[src/rtl/sprite_compositor_pkg.sv]
// Shared geometry, colour widths and the sprite table entry type for the
// sprite compositor and its rectangle comparator.
package sprite_compositor_pkg;

    localparam int SPRITE_X_W = 10;
    localparam int SPRITE_Y_W = 9;
    localparam int COLOR_W    = 24;
    localparam int H_VISIBLE  = 640;
    localparam int V_VISIBLE  = 480;

    localparam logic [COLOR_W-1:0] BG_COLOR_DEFAULT = 24'h000040;

    typedef struct packed {
        logic                  visible;
        logic [SPRITE_X_W-1:0] x;
        logic [SPRITE_Y_W-1:0] y;
        logic [SPRITE_X_W-1:0] w;
        logic [SPRITE_Y_W-1:0] h;
        logic [COLOR_W-1:0]    color;
    } sprite_t;

endpackage

[src/rtl/sprite_compositor_if.sv]
// Pixel stream from the timing driver, shadow-table write port from game
// logic, and the aligned RGB/sync outputs of the compositor.
interface sprite_compositor_if #(
    parameter int IDX_W = 3
);
    logic [9:0]       xPixel;
    logic [8:0]       yPixel;
    logic             VGAblanck;
    logic             hsyncIn;
    logic             vsyncIn;
    logic             wrEn;
    logic [IDX_W-1:0] wrIndex;
    logic [9:0]       wrX;
    logic [8:0]       wrY;
    logic [9:0]       wrW;
    logic [8:0]       wrH;
    logic [23:0]      wrColor;
    logic             wrVisible;
    logic [7:0]       red;
    logic [7:0]       green;
    logic [7:0]       blue;
    logic             hsyncOut;
    logic             vsyncOut;
    logic             blankOut;
    logic [15:0]      frameCount;

    modport master (
        output xPixel, yPixel, VGAblanck, hsyncIn, vsyncIn,
        output wrEn, wrIndex, wrX, wrY, wrW, wrH, wrColor, wrVisible,
        input  red, green, blue, hsyncOut, vsyncOut, blankOut, frameCount
    );

    modport slave (
        input  xPixel, yPixel, VGAblanck, hsyncIn, vsyncIn,
        input  wrEn, wrIndex, wrX, wrY, wrW, wrH, wrColor, wrVisible,
        output red, green, blue, hsyncOut, vsyncOut, blankOut, frameCount
    );
endinterface

[src/rtl/sprite_hit.sv]
// Single-rectangle hit test. End coordinates are formed one bit wider so a
// rectangle running past the screen edge clips instead of wrapping to 0.
module sprite_hit
    import sprite_compositor_pkg::*;
(
    input  logic [SPRITE_X_W-1:0] x,
    input  logic [SPRITE_Y_W-1:0] y,
    input  logic [SPRITE_X_W-1:0] sx,
    input  logic [SPRITE_Y_W-1:0] sy,
    input  logic [SPRITE_X_W-1:0] w,
    input  logic [SPRITE_Y_W-1:0] h,
    input  logic                  visible,
    output logic                  hit
);
    logic [SPRITE_X_W:0] x_end;
    logic [SPRITE_Y_W:0] y_end;

    always_comb begin
        x_end = {1'b0, sx} + {1'b0, w};
        y_end = {1'b0, sy} + {1'b0, h};
        hit   = visible
              & (x >= sx) & ({1'b0, x} < x_end) & (x < SPRITE_X_W'(H_VISIBLE))
              & (y >= sy) & ({1'b0, y} < y_end) & (y < SPRITE_Y_W'(V_VISIBLE));
    end
endmodule

[src/rtl/sprite_compositor.sv]
// Two-stage sprite renderer: hit test against the live table, then priority
// colour select. Shadow table is copied to live on each vsync falling edge.
module sprite_compositor
    import sprite_compositor_pkg::*;
#(
    parameter int                 NUM_SPRITES = 8,
    parameter int                 IDX_W       = 3,
    parameter logic [COLOR_W-1:0] BG_COLOR    = BG_COLOR_DEFAULT
) (
    input logic                VGAclock,
    input logic                resetN,
    sprite_compositor_if.slave bus
);
    sprite_t shadow_q [NUM_SPRITES];
    sprite_t shadow_d [NUM_SPRITES];
    sprite_t live_q   [NUM_SPRITES];
    sprite_t live_d   [NUM_SPRITES];
    sprite_t wr_entry;

    logic [IDX_W-1:0]       wr_idx;
    logic                   vs_prev_q, vs_prev_d;
    logic                   commit;
    logic [15:0]            frame_q, frame_d;
    logic [NUM_SPRITES-1:0] hit_p0;
    logic [NUM_SPRITES-1:0] hit_p1_q, hit_p1_d;
    logic                   blank_p1_q, blank_p1_d, hs_p1_q, hs_p1_d, vs_p1_q, vs_p1_d;
    logic                   blank_p2_q, blank_p2_d, hs_p2_q, hs_p2_d, vs_p2_q, vs_p2_d;
    logic [COLOR_W-1:0]     rgb_p2_q, rgb_p2_d;

    assign wr_idx = bus.wrIndex;
    assign commit = vs_prev_q & ~bus.vsyncIn;

    always_comb begin
        wr_entry = '{visible: bus.wrVisible, x: bus.wrX, y: bus.wrY,
                     w: bus.wrW, h: bus.wrH, color: bus.wrColor};
        shadow_d  = shadow_q;
        live_d    = live_q;
        frame_d   = frame_q;
        vs_prev_d = bus.vsyncIn;
        // live captures the pre-write shadow when a write lands on the commit cycle
        if (commit) begin
            live_d  = shadow_q;
            frame_d = frame_q + 16'd1;
        end
        for (int i = 0; i < NUM_SPRITES; i++) begin
            if (bus.wrEn && wr_idx == IDX_W'(i)) shadow_d[i] = wr_entry;
        end
    end

    for (genvar g = 0; g < NUM_SPRITES; g++) begin : g_hit
        sprite_hit u_hit (
            .x       (bus.xPixel),
            .y       (bus.yPixel),
            .sx      (live_q[g].x),
            .sy      (live_q[g].y),
            .w       (live_q[g].w),
            .h       (live_q[g].h),
            .visible (live_q[g].visible),
            .hit     (hit_p0[g])
        );
    end

    // stage 1: hit vector and delayed timing
    always_comb begin
        hit_p1_d   = hit_p0;
        blank_p1_d = bus.VGAblanck;
        hs_p1_d    = bus.hsyncIn;
        vs_p1_d    = bus.vsyncIn;
    end

    // stage 2: lowest-index hit wins, blanking forces black
    always_comb begin
        blank_p2_d = blank_p1_q;
        hs_p2_d    = hs_p1_q;
        vs_p2_d    = vs_p1_q;
        rgb_p2_d   = BG_COLOR;
        for (int i = NUM_SPRITES - 1; i >= 0; i--) begin
            if (hit_p1_q[i]) rgb_p2_d = live_q[i].color;
        end
        if (!blank_p1_q) rgb_p2_d = '0;
    end

    always_ff @(posedge VGAclock) begin
        if (!resetN) begin
            for (int i = 0; i < NUM_SPRITES; i++) begin
                shadow_q[i] <= '0;
                live_q[i]   <= '0;
            end
            vs_prev_q  <= 1'b0;
            frame_q    <= '0;
            hit_p1_q   <= '0;
            blank_p1_q <= 1'b0;
            hs_p1_q    <= 1'b1;
            vs_p1_q    <= 1'b1;
            blank_p2_q <= 1'b0;
            hs_p2_q    <= 1'b1;
            vs_p2_q    <= 1'b1;
            rgb_p2_q   <= '0;
        end else begin
            shadow_q   <= shadow_d;
            live_q     <= live_d;
            vs_prev_q  <= vs_prev_d;
            frame_q    <= frame_d;
            hit_p1_q   <= hit_p1_d;
            blank_p1_q <= blank_p1_d;
            hs_p1_q    <= hs_p1_d;
            vs_p1_q    <= vs_p1_d;
            blank_p2_q <= blank_p2_d;
            hs_p2_q    <= hs_p2_d;
            vs_p2_q    <= vs_p2_d;
            rgb_p2_q   <= rgb_p2_d;
        end
    end

    assign bus.red        = rgb_p2_q[23:16];
    assign bus.green      = rgb_p2_q[15:8];
    assign bus.blue       = rgb_p2_q[7:0];
    assign bus.hsyncOut   = hs_p2_q;
    assign bus.vsyncOut   = vs_p2_q;
    assign bus.blankOut   = blank_p2_q;
    assign bus.frameCount = frame_q;
endmodule

[src/flat_wrapper.sv]
// flat-port wrapper written by rule: the top's interface ports become plain ports
module sprite_compositor_flat import sprite_compositor_pkg::*;
#(
    parameter int                 NUM_SPRITES = 8,
    parameter int                 IDX_W       = 3,
    parameter logic [COLOR_W-1:0] BG_COLOR    = BG_COLOR_DEFAULT
)
  (VGAclock, resetN, bus_xPixel, bus_yPixel, bus_VGAblanck, bus_hsyncIn, bus_vsyncIn, bus_wrEn, bus_wrIndex, bus_wrX, bus_wrY, bus_wrW, bus_wrH, bus_wrColor, bus_wrVisible, bus_red, bus_green, bus_blue, bus_hsyncOut, bus_vsyncOut, bus_blankOut, bus_frameCount);
  sprite_compositor_if #(.IDX_W(IDX_W)) bus_i ();
  input logic VGAclock;
  input logic resetN;
  input wire logic [$bits(bus_i.xPixel)-1:0] bus_xPixel;
  input wire logic [$bits(bus_i.yPixel)-1:0] bus_yPixel;
  input wire logic [$bits(bus_i.VGAblanck)-1:0] bus_VGAblanck;
  input wire logic [$bits(bus_i.hsyncIn)-1:0] bus_hsyncIn;
  input wire logic [$bits(bus_i.vsyncIn)-1:0] bus_vsyncIn;
  input wire logic [$bits(bus_i.wrEn)-1:0] bus_wrEn;
  input wire logic [$bits(bus_i.wrIndex)-1:0] bus_wrIndex;
  input wire logic [$bits(bus_i.wrX)-1:0] bus_wrX;
  input wire logic [$bits(bus_i.wrY)-1:0] bus_wrY;
  input wire logic [$bits(bus_i.wrW)-1:0] bus_wrW;
  input wire logic [$bits(bus_i.wrH)-1:0] bus_wrH;
  input wire logic [$bits(bus_i.wrColor)-1:0] bus_wrColor;
  input wire logic [$bits(bus_i.wrVisible)-1:0] bus_wrVisible;
  output wire logic [$bits(bus_i.red)-1:0] bus_red;
  output wire logic [$bits(bus_i.green)-1:0] bus_green;
  output wire logic [$bits(bus_i.blue)-1:0] bus_blue;
  output wire logic [$bits(bus_i.hsyncOut)-1:0] bus_hsyncOut;
  output wire logic [$bits(bus_i.vsyncOut)-1:0] bus_vsyncOut;
  output wire logic [$bits(bus_i.blankOut)-1:0] bus_blankOut;
  output wire logic [$bits(bus_i.frameCount)-1:0] bus_frameCount;
  assign bus_i.xPixel = bus_xPixel;
  assign bus_i.yPixel = bus_yPixel;
  assign bus_i.VGAblanck = bus_VGAblanck;
  assign bus_i.hsyncIn = bus_hsyncIn;
  assign bus_i.vsyncIn = bus_vsyncIn;
  assign bus_i.wrEn = bus_wrEn;
  assign bus_i.wrIndex = bus_wrIndex;
  assign bus_i.wrX = bus_wrX;
  assign bus_i.wrY = bus_wrY;
  assign bus_i.wrW = bus_wrW;
  assign bus_i.wrH = bus_wrH;
  assign bus_i.wrColor = bus_wrColor;
  assign bus_i.wrVisible = bus_wrVisible;
  assign bus_red = bus_i.red;
  assign bus_green = bus_i.green;
  assign bus_blue = bus_i.blue;
  assign bus_hsyncOut = bus_i.hsyncOut;
  assign bus_vsyncOut = bus_i.vsyncOut;
  assign bus_blankOut = bus_i.blankOut;
  assign bus_frameCount = bus_i.frameCount;
  sprite_compositor #(.NUM_SPRITES(NUM_SPRITES), .IDX_W(IDX_W), .BG_COLOR(BG_COLOR)) u_core (.VGAclock(VGAclock), .resetN(resetN), .bus(bus_i));
endmodule
[config.mk]
export PLATFORM = sky130hd
export DESIGN_NAME = sprite_compositor_flat
export DESIGN_NICKNAME = d
export VERILOG_FILES = /design/src/rtl/sprite_compositor_pkg.sv /design/src/rtl/sprite_compositor_if.sv /design/src/rtl/sprite_hit.sv /design/src/rtl/sprite_compositor.sv /design/src/flat_wrapper.sv
export SDC_FILE = /design/constraint.sdc
export NUM_CORES = 2
export LEC_CHECK = 0
export CORE_UTILIZATION = 53
export DETAILED_ROUTE_END_ITERATION = 16
export HOLD_SLACK_MARGIN = 0.03
export MAX_ROUTING_LAYER = met4
export PLACE_DENSITY = 0.82
export SYNTH_ARGS = -nofsm -noshare
export SYNTH_HDL_FRONTEND = slang
export SYNTH_SLANG_ARGS = --single-unit
[constraint.sdc]
create_clock -name VGAclock -period 5.6 [get_ports VGAclock]
set_clock_uncertainty 0.15 [all_clocks]
set_input_delay 1.12 -clock VGAclock [delete_from_list [all_inputs] [get_ports VGAclock]]
set_output_delay 1.12 -clock VGAclock [all_outputs]
set_load 0.05 [all_outputs]
==> flow_summary.json <==
{
  "yosys.area_share.simple_pct": 19.1,
  "cts_buffers": 109,
  "grt_overflow": 0,
  "whs_ns": 0.264,
  "synthXorXnorAreaFrac_pct": 1.90,
  "synth_cell_types": 64,
  "cts_tree": "yes",
  "max_stage_delay_ns": 0.98,
  "numPortBuffers": 133,
  "max_freq_mhz": 253,
  "cts-root-buf": "clkbuf_16",
  "drive_gt1_share_pct": 4.26,
  "slew_headroom_pct": 15.2,
  "hold_depth": 1,
  "final_common_cell": "nand2_1",
  "r2r_slack_ns": 1.65,
  "place_inst": 7543,
  "synth_async_sr_flop_share_pct": 0,
  "syn_inst": 6491,
  "min-delay-start": "u_core.vs_p1_q$_SDFF_PN1_",
  "post-place-ws_ns": 1.09,
  "syn_avg_cell_area_um2": 8.15,
  "detail-route-antenna-nets": 0,
  "clkLatencyLatePin_ns": 0.69,
  "syn_to_final_growth_pct": 10.4,
  "path_clk_slew_ns": 0.06,
  "dieArea_mm2": 0.101,
  "synth-compound-area-share_pct": 22.3,
  "routed-via-count": 44478,
  "total_power_mw": 16.3,
  "path_cells": "clkdlybuf4s50_1 > ha_1 > o21ai_0 > o21bai_1 > a21oi_1 > a311oi_1 > nor4_1",
  "arrival_ns": 4.32,
  "wl_per_cell_um": 19.2,
  "crit_path_top_delay_cell": "a311oi_1",
  "timing.setup.tns_ns": 0,
  "min_path_type": "reg2reg",
  "outcome": "finished, final reports clean",
  "core-area_mm2": 0.0986,
  "worstRegToRegCells": 12,
  "synth_top_family_by_area": "compound AO/OA/AOI/OAI gates",
  "cts_buffer_depth": 3,
  "seq_area_mm2": 0.0213,
  "drv_slew": 0,
  "synthAdderAreaFrac_pct": 11.0,
  "power.density_mw_per_mm2": 279,
  "hold_end": "u_core.bus.vsyncOut$_SDFF_PN1_",
  "most-common-layout-cells": "nand2_1, dfxtp_1, a21boi_0",
  "syn-num-nets": 7039,
  "h-tree-depth": 3,
  "synthFlopType": "dfxtp_1",
  "period_share_pct": 70.5,
  "cp_max_fo": 16,
  "final_nets": 6915,
  "synth_seq_cells": 1063,
  "place_congestion": 0.939,
  "r2r-start": "u_core.live_q[494]$_SDFFE_PN0P_",
  "tightest_slew_ns": 1.27,
  "leakage_nw": 20.5,
  "setup_viol": 0,
  "cts_hold_buf": 0,
  "final_cells": 7748,
  "final_util_pct": 59.2,
  "grt_antenna_before_repair": 11,
  "drcViolationCount": 0,
  "grt_max_degree": 281,
  "cts_sinks": 1063,
  "nFillCells": 8455,
  "start_util_pct": 53.7,
  "seq_area_frac_synth_pct": 40.2,
  "setup_slack_ns": 1.65,
  "grt_first_pass_wirelength_mm": 234,
  "grt_pass1_vias": 42000,
  "vias_per_cell": 5.74,
  "synth_edf_count": 0,
  "dpl-instance-area_mm2": 0.0547,
  "syn_area_mm2": 0.0529,
  "layout_min_cycle_time_ns": 3.95,
  "pin_count": 134,
  "postCtsSetupRepairBufs": 0,
  "wirelength_mm": 149,
  "post_cts_resized": 0,
  "yosysWarningCount": 0,
  "dp_hpwl_mm": 93.3,
  "irDropWorstVdd_v": 0.000237,
  "rows": 115,
  "startpoint_type": "input pin",
  "drt_iter0_drc": 3886,
  "track_usage_pct": 29.7,
  "maxCapViolCount": 0,
  "end_kind": "flip-flop",
  "dr.pass1.iters": 8,
  "rsz0062_at_grt": "no",
  "finalHoldViolCount": 0,
  "cp_data_required_time_ns": 5.97,
  "r2r-end": "u_core.hit_p1_q[0]$_SDFF_PN0_",
  "path_class": "in2reg",
  "muxShareOfSynthArea_pct": 0.0568,
  "dieWidth_um": 318,
  "die_h_um": 318,
  "multi_input_area_mm2": 0.0289,
  "postLayoutCellArea_mm2": 0.0584
}
-- critical path, delay by kind of cell --
family                   cells  cell delay, ns
AO/OA/AOI/OAI                4            1.45
buffers and inverters        1            0.97
adder cells (fa/ha/maj)      1            0.59
AND/OR/NAND/NOR              1            0.17
-- sequential cells by signal, summed over array words and instances (netlist names), 8 cells and up --
| name | flops |
|---|---|
| u_core.rgb_p2_q | 24 |
| u_core.shadow_q | 504 |
| u_core.live_q | 504 |
| u_core.bus.frameCount | 16 |
| u_core.hit_p1_q | 8 |
-- area by class of cell --
cell class	instances	share of cell area, %
Antenna cell	9	0.0386
Clock inverter	35	0.829
Clock buffer	161	5.52
Sequential cell	1063	36.5
Tap cell	1287	2.76
Timing Repair Buffer	196	3.38
Inverter	236	1.52
Multi-Input combinational cell	4761	49.5
-- cells in the mapped netlist (24+ instances only) --
library cell     n  area (um^2)
a21oi_1        218         1090
nand3_1         43          215
nand2b_1        55          344
o21a_1          29          218
nor3_1          33          165
a22oi_1         24          180
a21boi_1        94          706
nand2_1       2120         7960
a221oi_1        28          245
dfxtp_1       1063        21300
buf_2          116          581
clkbuf_1       258          968
o21ai_0        116          581
ha_1           441         5520
buf_4           46          345
nor2_1         126          473
a21boi_0       923         6930
inv_1          236          886
xnor2_1         41          359
nor2b_1         54          338
a211oi_1        25          188
xor2_1          74          648
o31ai_1         29          218
a21o_1          42          315
-- logic make-up after synthesis --
| group | Yosys count |
|---|---|
| simple gates | 2523 |
| mux | 3 |
| fa+ha+maj | 457 |
| xor+xnor | 115 |
| flops | 1063 |
| buf+inv | 667 |
| compound gates | 1663 |
-- how the worst max path moves through the flow --
| stage | to | cells after the start | start |
|---|---|---|---|
| 2_1_floorplan | u_core.hit_p1_q[7]$_SDFF_PN0_ | 14 | u_core.live_q[43]$_SDFFE_PN0P_ |
| 3_3_place_gp | u_core.hit_p1_q[0]$_SDFF_PN0_ | 8 | bus_xPixel[8] |
| 3_5_place_dp | u_core.hit_p1_q[0]$_SDFF_PN0_ | 7 | bus_xPixel[2] |
| 4_1_cts | u_core.hit_p1_q[0]$_SDFF_PN0_ | 12 | u_core.live_q[494]$_SDFFE_PN0P_ |
| 5_1_grt | u_core.hit_p1_q[0]$_SDFF_PN0_ | 14 | u_core.live_q[493]$_SDFFE_PN0P_ |
| 6_report | u_core.hit_p1_q[0]$_SDFF_PN0_ | 7 | bus_xPixel[2] |
-- power breakdown --
| group | total, mW | switching, mW | leakage (nW) | internal (mW) |
|---|---|---|---|---|
| sequential | 7.71 | 0.0500 | 8.58 | 7.66 |
| clock | 7.55 | 3.11 | 1.81 | 4.44 |
| combinational | 1.06 | 0.684 | 10.1 | 0.376 |
| total | 16.3 | 3.85 | 20.5 | 12.5 |
-- per-layer routing --
metal	global-route usage, %	vias to the layer above	share of wire (%)
met5	-	-	0
met4	11.5	0	3.8
met3	4.02	296	7.1
met2	46.5	1459	45
met1	39.0	21306	44
li1	-	21417	-
(Power assumes the default switching activity.)
